File: src/rtl/fir_input_sequencer.sv
// Feeds the 4-tap FIR: mode word, then coefficients high index first, then buffered samples.
// Outputs are registered-state Moore functions; the sample FIFO accepts pushes in every state.
module fir_input_sequencer #(
  parameter int BW_in      = 6,
  parameter int N_TAPS     = 4,
  parameter int FIFO_DEPTH = 8
) (
  input  logic                          clk,
  input  logic                          reset,
  input  logic                          coef_we,
  input  logic [1:0]                    coef_addr,
  input  logic [BW_in-1:0]              coef_wdata,
  input  logic                          lsb_mode,
  input  logic                          start,
  input  logic                          stop,
  input  logic [BW_in-1:0]              s_data,
  input  logic                          s_valid,
  output logic                          s_ready,
  output logic                          fir_rst,
  output logic [BW_in-1:0]              x_out,
  output logic                          sample_slot,
  output logic                          underflow,
  output logic [$clog2(FIFO_DEPTH):0]   fifo_level,
  output logic                          busy
);

  localparam int AW = $clog2(FIFO_DEPTH);
  localparam int CW = (N_TAPS > 1) ? $clog2(N_TAPS) : 1;

  localparam logic [1:0] S_IDLE   = 2'd0;
  localparam logic [1:0] S_MODE   = 2'd1;
  localparam logic [1:0] S_COEF   = 2'd2;
  localparam logic [1:0] S_STREAM = 2'd3;

  logic [1:0]       state_q, state_d;
  logic [CW-1:0]    cnt_q, cnt_d;
  logic             phase_q, phase_d;
  logic             mode_q, mode_d;
  logic             underflow_q, underflow_d;
  logic [BW_in-1:0] coef_q [N_TAPS];
  logic [BW_in-1:0] mem_q [FIFO_DEPTH];
  logic [AW-1:0]    wr_ptr_q, rd_ptr_q;
  logic [AW:0]      level_q;

  logic full, empty, push, pop, flush, slot, coef_wr;

  assign full    = (level_q == (AW+1)'(FIFO_DEPTH));
  assign empty   = (level_q == '0);
  assign flush   = stop && (state_q != S_IDLE);
  // s_ready deliberately ignores a same-cycle pop
  assign push    = s_valid && !full && !flush;
  assign slot    = (state_q == S_STREAM) && (!mode_q || phase_q);
  assign pop     = slot && !empty;
  assign coef_wr = coef_we && (state_q == S_IDLE) && (int'(coef_addr) < N_TAPS);

  always_comb begin
    state_d     = state_q;
    cnt_d       = cnt_q;
    phase_d     = phase_q;
    mode_d      = mode_q;
    underflow_d = underflow_q;
    case (state_q)
      S_IDLE: begin
        if (start && !stop) begin
          state_d     = S_MODE;
          mode_d      = lsb_mode;
          underflow_d = 1'b0;
        end
      end
      S_MODE: begin
        state_d = S_COEF;
        cnt_d   = CW'(N_TAPS - 1);
      end
      S_COEF: begin
        cnt_d = cnt_q - 1'b1;
        if (cnt_q == '0) begin
          state_d = S_STREAM;
          phase_d = 1'b1;
        end
      end
      default: begin
        phase_d = ~phase_q;
        if (slot && empty) underflow_d = 1'b1;
      end
    endcase
    if (flush) state_d = S_IDLE;
  end

  always_ff @(posedge clk) begin
    if (reset) begin
      state_q     <= S_IDLE;
      cnt_q       <= '0;
      phase_q     <= 1'b0;
      mode_q      <= 1'b0;
      underflow_q <= 1'b0;
      wr_ptr_q    <= '0;
      rd_ptr_q    <= '0;
      level_q     <= '0;
      for (int i = 0; i < N_TAPS; i++) coef_q[i] <= '0;
    end else begin
      state_q     <= state_d;
      cnt_q       <= cnt_d;
      phase_q     <= phase_d;
      mode_q      <= mode_d;
      underflow_q <= underflow_d;
      if (coef_wr) coef_q[coef_addr] <= coef_wdata;
      if (flush) begin
        wr_ptr_q <= '0;
        rd_ptr_q <= '0;
        level_q  <= '0;
      end else begin
        if (push) wr_ptr_q <= wr_ptr_q + 1'b1;
        if (pop)  rd_ptr_q <= rd_ptr_q + 1'b1;
        level_q <= level_q + {{AW{1'b0}}, push} - {{AW{1'b0}}, pop};
      end
    end
  end

  // Storage needs no reset: the level counter defines which entries are live
  always_ff @(posedge clk) begin
    if (push) mem_q[wr_ptr_q] <= s_data;
  end

  always_comb begin
    x_out = '0;
    case (state_q)
      S_MODE:   x_out = {{(BW_in-1){1'b0}}, mode_q};
      S_COEF:   x_out = coef_q[cnt_q];
      S_STREAM: if (pop) x_out = mem_q[rd_ptr_q];
      default:  x_out = '0;
    endcase
  end

  assign s_ready     = !full;
  assign fir_rst     = (state_q == S_IDLE);
  assign sample_slot = slot;
  assign underflow   = underflow_q;
  assign fifo_level  = level_q;
  assign busy        = (state_q != S_IDLE);

endmodule

File: config.mk
export PLATFORM = sky130hd
export DESIGN_NAME = fir_input_sequencer
export DESIGN_NICKNAME = d
export VERILOG_FILES = /design/src/rtl/fir_input_sequencer.sv
export SDC_FILE = /design/constraint.sdc
export NUM_CORES = 1
export LEC_CHECK = 0
export ABC_CLOCK_PERIOD_IN_PS = 2400
export BUFFER_PORTS_ARGS = -buffer_cell sky130_fd_sc_hd__buf_2
export CAP_MARGIN = 5
export CORE_MARGIN = 2
export CORE_UTILIZATION = 53
export DETAILED_ROUTE_END_ITERATION = 6
export HOLD_SLACK_MARGIN = 0.03
export PLACE_DENSITY = 0.76
export SLEW_MARGIN = 20
export SYNTH_ARGS = -nofsm -noshare
export SYNTH_HDL_FRONTEND = slang
export SYNTH_SLANG_ARGS = --single-unit
export TNS_END_PERCENT = 30
File: constraint.sdc
create_clock -name clk -period 2.4 [get_ports clk]
set_input_delay 0.12 -clock clk [delete_from_list [all_inputs] [get_ports clk]]
set_output_delay 0.12 -clock clk [all_outputs]
set_load 0.02 [all_outputs]
# [Word-level counts from Yosys, hierarchy flattened]
# Memories as Yosys holds them, arrays and structs flattened. A register that Yosys moved wholly into a read port is not among the register bits.
# Index checks and enable logic that the tools add are counted.
[word_totals] regBits=17 ramBits=72 inputBits=21 output_inout_bits=15 elab_cells=78 memories=2
[classes] add_sub_neg=5 n_eq_ne=6 muxes=25 n_bitwise=3 reduce_logical=29
[mem_list] memory="mem_q" words=8 word_bits=6 read_ports=1 rd_clocked_by_memory_dff=1 write_ports=1 line="41" source="logic [BW_in-1:0] mem_q [FIFO_DEPTH];"
[mem_list] memory="coef_q" words=4 word_bits=6 read_ports=1 rd_clocked_by_memory_dff=1 write_ports=4 line="40" source="logic [BW_in-1:0] coef_q [N_TAPS];"
[ops] cell="6-bit one-hot mux with 3 select lines" n=1
[ops] cell="6-bit two-way mux" n=2
[ops] cell="1-bit two-way mux" n=11
[ops] cell="2-bit two-way mux" n=5
[ops] cell="1-bit logical AND" n=8
[ops] cell="3-bit by 1-bit adder with 3-bit output, second input constant" n=2
[ops] cell="3-bit two-way mux" n=2
[ops] cell="2-bit one-hot mux with 3 select lines" n=1
[ops] cell="3-bit AND reduction" n=2
[ops] cell="2-bit nonzero test" n=3
[ops] cell="2-bit OR reduction" n=3
[ops] cell="6-bit OR reduction" n=1
[ops] cell="1-bit logical NOT" n=5
[ops] cell="4-bit by 1-bit adder with 4-bit output" n=1
[ops] cell="2-bit == test, second input constant" n=2
[ops] cell="4-bit == test, second input constant" n=1
[ops] cell="2-bit logical NOT" n=2
[ops] cell="4-bit logical NOT" n=1
[ops] cell="1-bit one-hot mux with 2 select lines" n=2
[ops] cell="2-bit one-hot mux with 2 select lines" n=1
[ops] cell="2-bit AND reduction" n=2
[ops] cell="4-bit by 1-bit subtractor with 4-bit output" n=1
[ops] cell="1-bit inverter" n=3
[ops] cell="3-bit nonzero test" n=1
[ops] cell="other kinds (5)" n=5

# [Longest topological paths before layout]
# Gate-level depths: netlist (run 1).
[logic_depth] depth_word=7 depth_mapped=13 depth_no_buf=12

# [Least setup slack after synthesis (run 1)]
# Ideal clock, no wire load.
[synth_timing] path_kind="flip-flop to flip-flop" startpoint="register level_q[3], in the netlist fifo_level[3]" endpoint="register level_q[2], in the netlist fifo_level[2]" setup_time_ps=117 t_arrival_ps=2428 t_required_ps=2283 slack_ps=-145 stages_incl_launch_ff=13 path_buffers=1 synth_period_minus_slack_ps=2545 cell_sequence="dfxtp_1 -> ha_1 -> or3b_1 -> buf_2 -> and3_4 -> inv_1 -> ha_1 -> inv_1 -> ha_1 -> inv_1 -> fa_1 -> xor2_1 -> nor2_1"
[synth_between] elab_chain_cells=6 elab_cells_between_ends=9 classes_between="add/sub: 2; eq/ne: 1; reduce/logical: 6"
[synth_rtl] item="from (decl)" line="43" source="logic [AW:0] level_q;"
[synth_rtl] item="from (signal assigned)" line="114" source="level_q <= level_q + {{AW{1'b0}}, push} - {{AW{1'b0}}, pop};"
[synth_rtl] item="4-bit == test" line="47" source="assign full = (level_q == (AW+1)'(FIFO_DEPTH));"
[synth_rtl] item="1-bit logical NOT"
[synth_rtl] item="named net s_ready" line="18" source="output logic s_ready,"
[synth_rtl] item="1-bit logical AND (2 in series)" line="51" source="assign push = s_valid && !full && !flush;"
[synth_rtl] item="4-bit by 1-bit adder with 4-bit output" line="114"
[synth_rtl] item="4-bit by 1-bit subtractor with 4-bit output" line="114"
# The timed path passes the listed nets, and every way through them passes these cells.
# A chain may end at the register's enable or synchronous reset.

# [Final worst setup path (run 1)]
[layout_timing] startpoint="register level_q[2], in the netlist fifo_level[2]" endpoint="register level_q[1], in the netlist fifo_level[1]"
[layout_between] elab_chain_cells=6 elab_cells_between_ends=9 classes_between="add/sub: 2; eq/ne: 1; reduce/logical: 6"
[layout_rtl] item="4-bit == test" line="47"
[layout_rtl] item="1-bit logical NOT" line="51"
[layout_rtl] item="1-bit logical AND (2 in series)" line="51"
[layout_rtl] item="4-bit by 1-bit adder with 4-bit output" line="114"
[layout_rtl] item="4-bit by 1-bit subtractor with 4-bit output (*)" line="114"
# Every way passes the cells marked *; elsewhere a longest branch is shown, timed or not.

==> metrics.txt, run 1 <==
# TYPE chip_impl_metric gauge
chip_impl_metric{name="post_synthesis_cell_area",unit="um2"} 4086
chip_impl_info{name="timing.hold.worst.class",value="in -> reg"} 1
chip_impl_metric{name="dp_worst_setup_slack",unit="ns"} 0.01744
chip_impl_metric{name="final_nets",unit=""} 370
chip_impl_metric{name="share_comb_of_total_power",unit="%"} 26.9
chip_impl_metric{name="worst-r2r-cell-count",unit=""} 11
chip_impl_info{name="cp_startpoint_kind",value="register"} 1
chip_impl_metric{name="timing.critical_path.arrival",unit="ns"} 2.54
chip_impl_metric{name="synth_enable_flop_cells",unit=""} 72
chip_impl_metric{name="vias",unit=""} 2366
chip_impl_metric{name="vdd.ir_drop.worst",unit="V"} 0.0005919
chip_impl_metric{name="chipWidth",unit="um"} 91.81
chip_impl_metric{name="avgRoutedWirePerCell",unit="um"} 17.27
chip_impl_metric{name="synth_nets",unit=""} 308
chip_impl_metric{name="dr.pass1.iters",unit=""} 4
chip_impl_metric{name="dieArea",unit="um2"} 8428
chip_impl_metric{name="slew_headroom",unit="%"} 32.83
chip_impl_info{name="synthMostInstantiatedCell",value="sky130_fd_sc_hd__edfxtp_1"} 1
chip_impl_metric{name="power.share.sequential",unit="%"} 48.8
chip_impl_metric{name="die_h",unit="um"} 91.81
chip_impl_metric{name="r2r_setup_slack",unit="ns"} 0.08
chip_impl_metric{name="top_level_ports",unit=""} 36
chip_impl_metric{name="post_route_core_utilization",unit="%"} 62.81
chip_impl_metric{name="clkPwrFrac",unit="%"} 24.3
chip_impl_metric{name="post-place-cells",unit=""} 419
chip_impl_metric{name="synth_cell_type_count",unit=""} 38
chip_impl_metric{name="remaining_routing_drc_violations",unit=""} 0
chip_impl_metric{name="detailed_place_hpwl",unit="um"} 5367
chip_impl_metric{name="layout.cells.non_filler",unit=""} 440
chip_impl_metric{name="timing_hold_violations_final",unit=""} 0
chip_impl_metric{name="fin_worst_skew",unit="ns"} 0.01013
chip_impl_info{name="hold-path-endpoint",value="mem_q[4][5]$_DFFE_PP_"} 1
chip_impl_metric{name="routed_wl",unit="um"} 7600
chip_impl_metric{name="switchingPower",unit="W"} 0.001317
chip_impl_metric{name="grt_start_max_net_pins",unit=""} 17
chip_impl_metric{name="synth_top_area_share",unit="%"} 52.91
chip_impl_metric{name="cp.required",unit="ns"} 2.63
chip_impl_info{name="yosys.area.top_type",value="sky130_fd_sc_hd__edfxtp_1"} 1
chip_impl_metric{name="h_tree_levels",unit=""} 3
chip_impl_info{name="worst_hold_startpoint",value="s_data[5]"} 1
chip_impl_metric{name="mapped_cells",unit=""} 271
chip_impl_metric{name="detail_route.iter0.violations",unit=""} 157
chip_impl_metric{name="min_period",unit="ns"} 2.316
chip_impl_info{name="run_status",value="completed"} 1
chip_impl_metric{name="largest_fanout_on_the_critical_path",unit=""} 3
chip_impl_metric{name="layout_setup_ws",unit="ns"} 0.08385
chip_impl_metric{name="buffer_ports.inserted",unit=""} 35
chip_impl_info{name="cts_tree",value="built"} 1
chip_impl_metric{name="synthToLayoutAreaGrowth",unit="%"} 16.93
chip_impl_metric{name="min_delay_path_depth",unit=""} 1
chip_impl_metric{name="slew_viol_final",unit=""} 0
chip_impl_metric{name="via_count_of_the_first_global_routing_pass",unit=""} 2376
chip_impl_info{name="dominantRegCellSynth",value="sky130_fd_sc_hd__edfxtp_1"} 1
chip_impl_metric{name="global_route.overflow_total",unit=""} 0
chip_impl_metric{name="timing_worst_slew_pin_value",unit="ns"} 0.9998
chip_impl_metric{name="row_count",unit=""} 32
chip_impl_metric{name="layout-drive-gt1-share",unit="%"} 31.66
chip_impl_metric{name="clk_pin_slew",unit="ns"} 0.09
chip_impl_metric{name="power",unit="W"} 0.004315
chip_impl_info{name="setup.worst_path.class",value="reg -> reg"} 1
chip_impl_metric{name="p_leak",unit="nW"} 1.788
chip_impl_metric{name="clock_sink_count",unit=""} 94
chip_impl_metric{name="post_drt_via_cell_ratio",unit=""} 5.377
chip_impl_metric{name="setup_viol",unit=""} 0
chip_impl_metric{name="finalHoldWorstSlack",unit="ns"} 0.03536
chip_impl_metric{name="ys.warnings.count",unit=""} 0
chip_impl_info{name="cts_root_buf",value="sky130_fd_sc_hd__clkbuf_8"} 1
chip_impl_metric{name="finalWeightedCongestion",unit=""} 0.7646
chip_impl_metric{name="synthArstFlopShare",unit="%"} 0
chip_impl_metric{name="fmax",unit="MHz"} 431.8
chip_impl_metric{name="antenna_cells",unit=""} 0
chip_impl_metric{name="cellInternalPower",unit="W"} 0.002998
chip_impl_metric{name="synth.yosys.seq_area_share",unit="%"} 63.69
chip_impl_metric{name="syn_avg_cell_area",unit="um2"} 15.08
chip_impl_info{name="synth.area.top_cells",value="sky130_fd_sc_hd__edfxtp_1 (53%), sky130_fd_sc_hd__dfxtp_1 (11%), sky130_fd_sc_hd__mux4_2 (8.3%)"} 1
chip_impl_metric{name="cell_pwr_density",unit="nW/um2"} 903.1
chip_impl_metric{name="synth_seq_cells",unit=""} 94
chip_impl_metric{name="period_utilization_post_route",unit="%"} 96.51
chip_impl_metric{name="tritoncts.num_buffers",unit=""} 9
chip_impl_metric{name="number_of_maximum_capacitance_violations",unit=""} 0
chip_impl_info{name="yosys-top-cells-count",value="sky130_fd_sc_hd__edfxtp_1 (72), sky130_fd_sc_hd__and2_1 (25), sky130_fd_sc_hd__dfxtp_1 (22)"} 1
chip_impl_metric{name="cts-root-to-sink-buffers",unit=""} 2
chip_impl_metric{name="net_sw_share",unit="%"} 30.52
chip_impl_info{name="timing.critical_path.to_type",value="register"} 1
chip_impl_info{name="end_of_the_worst_register_to_register_path",value="fifo_level[1]$_SDFF_PP0_"} 1
chip_impl_metric{name="grt_first_pass_wirelength",unit="um"} 12110
chip_impl_metric{name="fp.coreArea",unit="um2"} 7607
chip_impl_metric{name="clkLatencyLatePin",unit="ns"} 0.36
chip_impl_metric{name="initial_standard_cell_utilization_of_the_core",unit="%"} 53.72
chip_impl_info{name="r2r-start",value="fifo_level[2]$_SDFF_PP0_"} 1
chip_impl_metric{name="antenna_found_initial",unit=""} 0
chip_impl_metric{name="antenna_left",unit=""} 0
chip_impl_metric{name="grtUsageTotal",unit="%"} 19.39
stage by stage:
step	cell area (um2)	TNS, ns
2_1_floorplan	4118	-0.002540
3_3_place_gp	4509	0
3_5_place_dp	4509	0
4_1_cts	4737	0
5_1_grt	4778	-0.01656
6_report	4778	0
how the worst max path moves through the flow:
stage                             start                       end  slack (ns)
2_1_floorplan  fifo_level[2]$_SDFF_PP0_  fifo_level[1]$_SDFF_PP0_      -0.003
3_3_place_gp   fifo_level[2]$_SDFF_PP0_  fifo_level[3]$_SDFF_PP0_        0.08
3_5_place_dp   fifo_level[2]$_SDFF_PP0_  fifo_level[3]$_SDFF_PP0_        0.02
4_1_cts        fifo_level[2]$_SDFF_PP0_  fifo_level[1]$_SDFF_PP0_        0.03
5_1_grt        fifo_level[2]$_SDFF_PP0_  fifo_level[3]$_SDFF_PP0_       -0.02
6_report       fifo_level[2]$_SDFF_PP0_  fifo_level[1]$_SDFF_PP0_        0.08
layout by cell type (no fill, tap or decap), types with 5 or more instances in the layout:
master                     count
sky130_fd_sc_hd__buf_4        21
sky130_fd_sc_hd__inv_1        16
sky130_fd_sc_hd__and2_1       25
sky130_fd_sc_hd__mux2i_1      10
sky130_fd_sc_hd__edfxtp_1     72
sky130_fd_sc_hd__dfxtp_1      18
sky130_fd_sc_hd__nand2_1       5
sky130_fd_sc_hd__buf_2        35
sky130_fd_sc_hd__nand2b_1      7
sky130_fd_sc_hd__clkbuf_8      9
sky130_fd_sc_hd__nor3_1        8
sky130_fd_sc_hd__mux4_2       15
sky130_fd_sc_hd__ha_1         12
sky130_fd_sc_hd__o22ai_1       6
sky130_fd_sc_hd__nor2_1       20
routing by layer:
metal  track usage [%]  vias up  part of all wire (%)
met5                 0        -                     0
met2             32.41       37                    52
met1             25.38     1191                    44
met4             7.711        0                   1.6
met3             3.451        8                   2.9
li1                  -     1130                     -
flip-flops by register name, summed over array words and instances (netlist names), named ones only:
| signal | count |
|---|---|
| underflow | 1 |
| wr_ptr_q | 3 |
| mode_q | 1 |
| mem_q | 48 |
| rd_ptr_q | 3 |
| fifo_level | 4 |
| cnt_q | 2 |
| state_q | 2 |
| coef_q | 24 |
| phase_q | 1 |
cell type report:
type	count	area [um2]
clock buffers	10	127.6
clock inverters	6	70.07
fillers	588	2829
inverters	19	76.32
multi-input cells	150	1404
flip-flops and latches	94	2610
well taps	102	127.6
repair buffers	59	362.8
critical path, stage by stage (launching register included):
cell                      delay, ns
sky130_fd_sc_hd__dfxtp_4       0.36
sky130_fd_sc_hd__inv_4         0.05
sky130_fd_sc_hd__ha_1          0.13
sky130_fd_sc_hd__or3b_4        0.37
sky130_fd_sc_hd__and3_4        0.17
sky130_fd_sc_hd__inv_4         0.05
sky130_fd_sc_hd__ha_2          0.27
sky130_fd_sc_hd__inv_2         0.06
sky130_fd_sc_hd__ha_4          0.12
sky130_fd_sc_hd__inv_1         0.04
sky130_fd_sc_hd__fa_2          0.51
sky130_fd_sc_hd__nor2_1        0.04
power groups by stage:
| stage | Clock (W) | Combinational [W] | Sequential (W) |
|---|---|---|---|
| 2_1_floorplan | 0 | 0.000801 | 0.00211 |
| 3_3_place_gp | 0 | 0.00108 | 0.00212 |
| 3_5_place_dp | 0 | 0.00112 | 0.00214 |
| 4_1_cts | 0.00106 | 0.00113 | 0.00210 |
| 5_1_grt | 0.00112 | 0.00129 | 0.00214 |
| 6_report | 0.00105 | 0.00116 | 0.00211 |
cells by family (layout without fill, tap and decap cells):
group,count (synthesis),in the layout,share of synthesized area (%)
AOI/OAI and AO/OA,19,19,3.338
xor gates and xnor gates,5,5,1.072
adders and majority gates,16,16,5.083
buffers and inverters,27,94,2.847
DFF,94,94,63.69
muxes,28,28,12.65
and+or+nand+nor,82,82,11.33
what timing repair did:
action | 4_1_cts | 5_1_grt
hold buffers | 3 | 0
endpoints found under the hold margin | 15 | 0
pin swaps | 1 | 1
setup buffers | 0 | 2
endpoints found under the setup margin | 1 | 3
resized for setup | 0 | 9
(Power assumes the default switching activity.)
==> run 2: changes to the inputs <==
ABC_AREA = 1   (was not set)
ABC_CLOCK_PERIOD_IN_PS = not set   (was 2400)
==> run 2 against run 1 <==
Total power up 2.3%. Critical path type unchanged. Largest power group unchanged. Clock power is 20% higher. Count of clock-buffer cells in the layout down 1. First-iteration DRC count rose by 66%. Sequential power decreased by 4%. Highest routed layer unchanged. Final area is 3.2% higher. Non-clock buffer count decreased by 8. Utilization barely moved. Synthesized cell count rose by 66%. Flip-flop and latch count unchanged.
==> metrics.txt, run 2 <==
# TYPE chip_impl_metric gauge
chip_impl_info{name="run_status",value="completed"} 1
chip_impl_metric{name="fin_worst_skew",unit="ns"} 0.01064
chip_impl_metric{name="largest_fanout_on_the_critical_path",unit=""} 8
chip_impl_metric{name="syn_avg_cell_area",unit="um2"} 9.640
chip_impl_metric{name="ys.warnings.count",unit=""} 0
chip_impl_metric{name="fmax",unit="MHz"} 460.1
chip_impl_metric{name="clk_pin_slew",unit="ns"} 0.09
chip_impl_metric{name="layout_setup_ws",unit="ns"} 0.2264
chip_impl_metric{name="clock_sink_count",unit=""} 94
chip_impl_metric{name="antenna_cells",unit=""} 0
chip_impl_metric{name="detailed_place_hpwl",unit="um"} 6167
chip_impl_metric{name="cts-root-to-sink-buffers",unit=""} 2
chip_impl_metric{name="timing_worst_slew_pin_value",unit="ns"} 0.6863
chip_impl_metric{name="buffer_ports.inserted",unit=""} 35
chip_impl_metric{name="final_area",unit="um2"} 4932
chip_impl_metric{name="timing.critical_path.arrival",unit="ns"} 2.44
chip_impl_info{name="layout_common_cells",value="sky130_fd_sc_hd__nand2_1 (106), sky130_fd_sc_hd__edfxtp_1 (72), sky130_fd_sc_hd__inv_1 (69)"} 1
chip_impl_metric{name="remaining_routing_drc_violations",unit=""} 0
chip_impl_metric{name="post_synthesis_cell_area",unit="um2"} 4338
chip_impl_metric{name="synth_top_area_share",unit="%"} 49.84
chip_impl_metric{name="cp.required",unit="ns"} 2.67
chip_impl_metric{name="chipWidth",unit="um"} 94.47
chip_impl_metric{name="routed_wl",unit="um"} 8917
chip_impl_info{name="mostFrequentLayoutCell",value="sky130_fd_sc_hd__nand2_1"} 1
chip_impl_metric{name="met1Wirelength",unit="um"} 3757
chip_impl_metric{name="power",unit="W"} 0.004413
chip_impl_info{name="synthMostInstantiatedCell",value="sky130_fd_sc_hd__nand2_1"} 1
chip_impl_metric{name="setup_viol",unit=""} 0
chip_impl_metric{name="synth_enable_flop_cells",unit=""} 72
chip_impl_metric{name="clkPwrFrac",unit="%"} 28.6
chip_impl_info{name="critical-path-slowest-cell",value="sky130_fd_sc_hd__dfxtp_1"} 1
chip_impl_metric{name="finalWeightedCongestion",unit=""} 0.7889
chip_impl_metric{name="layout-drive-gt1-share",unit="%"} 16.04
chip_impl_metric{name="mapped_cells",unit=""} 450
chip_impl_metric{name="dr_wl_met3",unit="um"} 594
chip_impl_info{name="synth.area.top_cells",value="sky130_fd_sc_hd__edfxtp_1 (50%), sky130_fd_sc_hd__dfxtp_1 (10%), sky130_fd_sc_hd__nand2_1 (9.2%)"} 1
chip_impl_metric{name="post-place-cells",unit=""} 587
chip_impl_info{name="cts_tree",value="built"} 1
chip_impl_metric{name="grtUsageTotal",unit="%"} 21.46
chip_impl_metric{name="vias",unit=""} 3198
chip_impl_metric{name="row_count",unit=""} 32
chip_impl_metric{name="synthToLayoutAreaGrowth",unit="%"} 13.70
chip_impl_metric{name="placed_area",unit="um2"} 4643
chip_impl_metric{name="min_period",unit="ns"} 2.174
chip_impl_metric{name="slowest_delay",unit="ns"} 0.39
chip_impl_metric{name="clkLatencyLatePin",unit="ns"} 0.37
chip_impl_info{name="crit_top_cell",value="sky130_fd_sc_hd__ha_1"} 1
chip_impl_metric{name="grt_start_max_net_pins",unit=""} 25
chip_impl_metric{name="post_drt_via_cell_ratio",unit=""} 5.269
chip_impl_metric{name="cell_pwr_density",unit="nW/um2"} 894.8
chip_impl_metric{name="period_utilization_post_route",unit="%"} 90.57
chip_impl_info{name="largest-register",value="mem_q"} 1
chip_impl_metric{name="antenna_left",unit=""} 0
chip_impl_metric{name="global_route.overflow_total",unit=""} 0
chip_impl_metric{name="die_h",unit="um"} 94.47
chip_impl_metric{name="vdd.ir_drop.worst",unit="V"} 0.0007784
chip_impl_metric{name="tritoncts.num_buffers",unit=""} 9
chip_impl_metric{name="net_sw_share",unit="%"} 31.95
chip_impl_metric{name="max_ffs_per_register",unit=""} 48
chip_impl_info{name="yosys.area.top_type",value="sky130_fd_sc_hd__edfxtp_1"} 1
chip_impl_metric{name="number_of_maximum_capacitance_violations",unit=""} 0
chip_impl_metric{name="dieArea",unit="um2"} 8925
chip_impl_metric{name="p_leak",unit="nW"} 2.102
chip_impl_metric{name="cellInternalPower",unit="W"} 0.003003
chip_impl_info{name="dominantRegCellSynth",value="sky130_fd_sc_hd__edfxtp_1"} 1
chip_impl_info{name="yosys-top-cells-count",value="sky130_fd_sc_hd__nand2_1 (106), sky130_fd_sc_hd__edfxtp_1 (72), sky130_fd_sc_hd__inv_1 (69)"} 1
chip_impl_metric{name="initial_standard_cell_utilization_of_the_core",unit="%"} 55.28
chip_impl_metric{name="slew_viol_final",unit=""} 0
chip_impl_metric{name="antenna_found_initial",unit=""} 0
chip_impl_metric{name="timing_hold_violations_final",unit=""} 0
chip_impl_metric{name="final.setup.tns",unit="ns"} 0
chip_impl_info{name="rsz0062_at_grt",value="no"} 1
chip_impl_metric{name="share_comb_of_total_power",unit="%"} 25.4
chip_impl_metric{name="switchingPower",unit="W"} 0.001410
chip_impl_metric{name="post_cts.repair.setup_buffers",unit=""} 0
chip_impl_metric{name="avgRoutedWirePerCell",unit="um"} 14.69
chip_impl_metric{name="synth_nets",unit=""} 487
chip_impl_metric{name="fp.coreArea",unit="um2"} 7848
chip_impl_metric{name="via_count_of_the_first_global_routing_pass",unit=""} 2995
chip_impl_metric{name="dr.pass1.iters",unit=""} 5
chip_impl_metric{name="h_tree_levels",unit=""} 3
chip_impl_metric{name="final_nets",unit=""} 537
chip_impl_metric{name="synth.yosys.seq_area_share",unit="%"} 59.99
chip_impl_info{name="setup.worst_path.class",value="reg -> reg"} 1
chip_impl_metric{name="top_level_ports",unit=""} 36
chip_impl_info{name="cp_startpoint_kind",value="register"} 1
chip_impl_metric{name="slew_headroom",unit="%"} 54.08
chip_impl_metric{name="power.share.sequential",unit="%"} 46.0
chip_impl_info{name="timing.hold.worst.class",value="in -> reg"} 1
chip_impl_metric{name="grt_first_pass_wirelength",unit="um"} 14310
chip_impl_info{name="top_signal_layer_used",value="met4"} 1
chip_impl_metric{name="layout.cells.non_filler",unit=""} 607
chip_impl_metric{name="synth_cell_type_count",unit=""} 31
chip_impl_metric{name="synth_seq_cells",unit=""} 94
chip_impl_info{name="cp_cell_sequence",value="ha_1 -> a21boi_4 -> nand2_2 -> inv_4 -> ha_1 -> inv_1 -> ha_1 -> inv_1 -> fa_1 -> xor2_1 -> nor2_1"} 1
chip_impl_metric{name="detail_route.iter0.violations",unit=""} 261
chip_impl_info{name="cts_root_buf",value="sky130_fd_sc_hd__clkbuf_8"} 1
chip_impl_metric{name="synthArstFlopShare",unit="%"} 0
chip_impl_info{name="timing.critical_path.to_type",value="register"} 1
chip_impl_metric{name="dp_worst_setup_slack",unit="ns"} 0.1513
chip_impl_metric{name="detailroute.wirelength.met2",unit="um"} 4363
-- run 2: worst paths after layout --
check	start	to	slack, ns	cells past startpoint
worst max-delay path	state_q[1]$_SDFFE_PP0P_	fifo_level[2]$_SDFF_PP0_	0.23	11
worst min-delay path	s_data[5]	mem_q[0][5]$_DFFE_PP_	0.05	1
worst max register to register	state_q[1]$_SDFFE_PP0P_	fifo_level[2]$_SDFF_PP0_	0.23	11
worst min register to register	underflow$_SDFFE_PP0P_	underflow$_SDFFE_PP0P_	0.46	2
-- run 2: per-stage QoR --
| stage | utilization [%] | hold slack (ns) |
|---|---|---|
| 5_1_grt | 62.85 | 0.03317 |
| 4_1_cts | 62.68 | 0.03148 |
| 2_1_floorplan | - | 0.2189 |
| 3_3_place_gp | 59.17 | 0.3836 |
| 3_5_place_dp | 59.17 | 0.3972 |
| 6_report | 62.85 | 0.04506 |
-- run 2: power by group through the flow --
| stage | combinational, W | sequential (W) | clock, W |
|---|---|---|---|
| 2_1_floorplan | 0.000790 | 0.00206 | 0 |
| 3_3_place_gp | 0.00107 | 0.00205 | 0 |
| 3_5_place_dp | 0.00111 | 0.00206 | 0 |
| 4_1_cts | 0.00113 | 0.00202 | 0.00127 |
| 5_1_grt | 0.00127 | 0.00205 | 0.00134 |
| 6_report | 0.00112 | 0.00203 | 0.00126 |
-- run 2: repair_timing --
| action | CTS | global route |
|---|---|---|
| hold buffers | 3 | 1 |
| setup endpoints to repair | 0 | 1 |
| hold endpoints to repair | 24 | 7 |
| resized for setup | 0 | 2 |
-- run 2: critical path, delay by kind of cell (launching register included) --
family | cells | cell delay (ns)
buf+inv | 3 | 0.24
compound gates | 1 | 0.19
flops | 1 | 0.39
xor+xnor | 1 | 0.15
simple gates | 2 | 0.17
fa+ha+maj | 4 | 0.93
-- run 2: area by class of cell --
cell class | count | area (um2)
Tap cell | 102 | 127.6
Timing Repair Buffer | 51 | 305.3
Clock inverter | 7 | 121.4
Sequential cell | 94 | 2604
Multi-Input combinational cell | 269 | 1361
Inverter | 75 | 289.0
Fill cell | 652 | 2915
Clock buffer | 9 | 123.9
-- run 2: logic make-up (layout without fill, tap and decap cells) --
family | after synthesis | count (layout) | synth area share, %
AND/OR/NAND/NOR | 217 | 217 | 21.32
buffers and inverters | 87 | 142 | 8.624
adder cells (fa/ha/maj) | 16 | 16 | 4.788
flip-flops | 94 | 94 | 59.99
XOR/XNOR | 2 | 2 | 0.4039
AO/OA/AOI/OAI | 34 | 34 | 4.875
-- run 2: metal layers --
layer	vias up	GRT usage, %
met2	121	33.87
met4	0	9.783
met1	1495	28.68
met5	-	0
met3	20	4.549
li1	1562	-
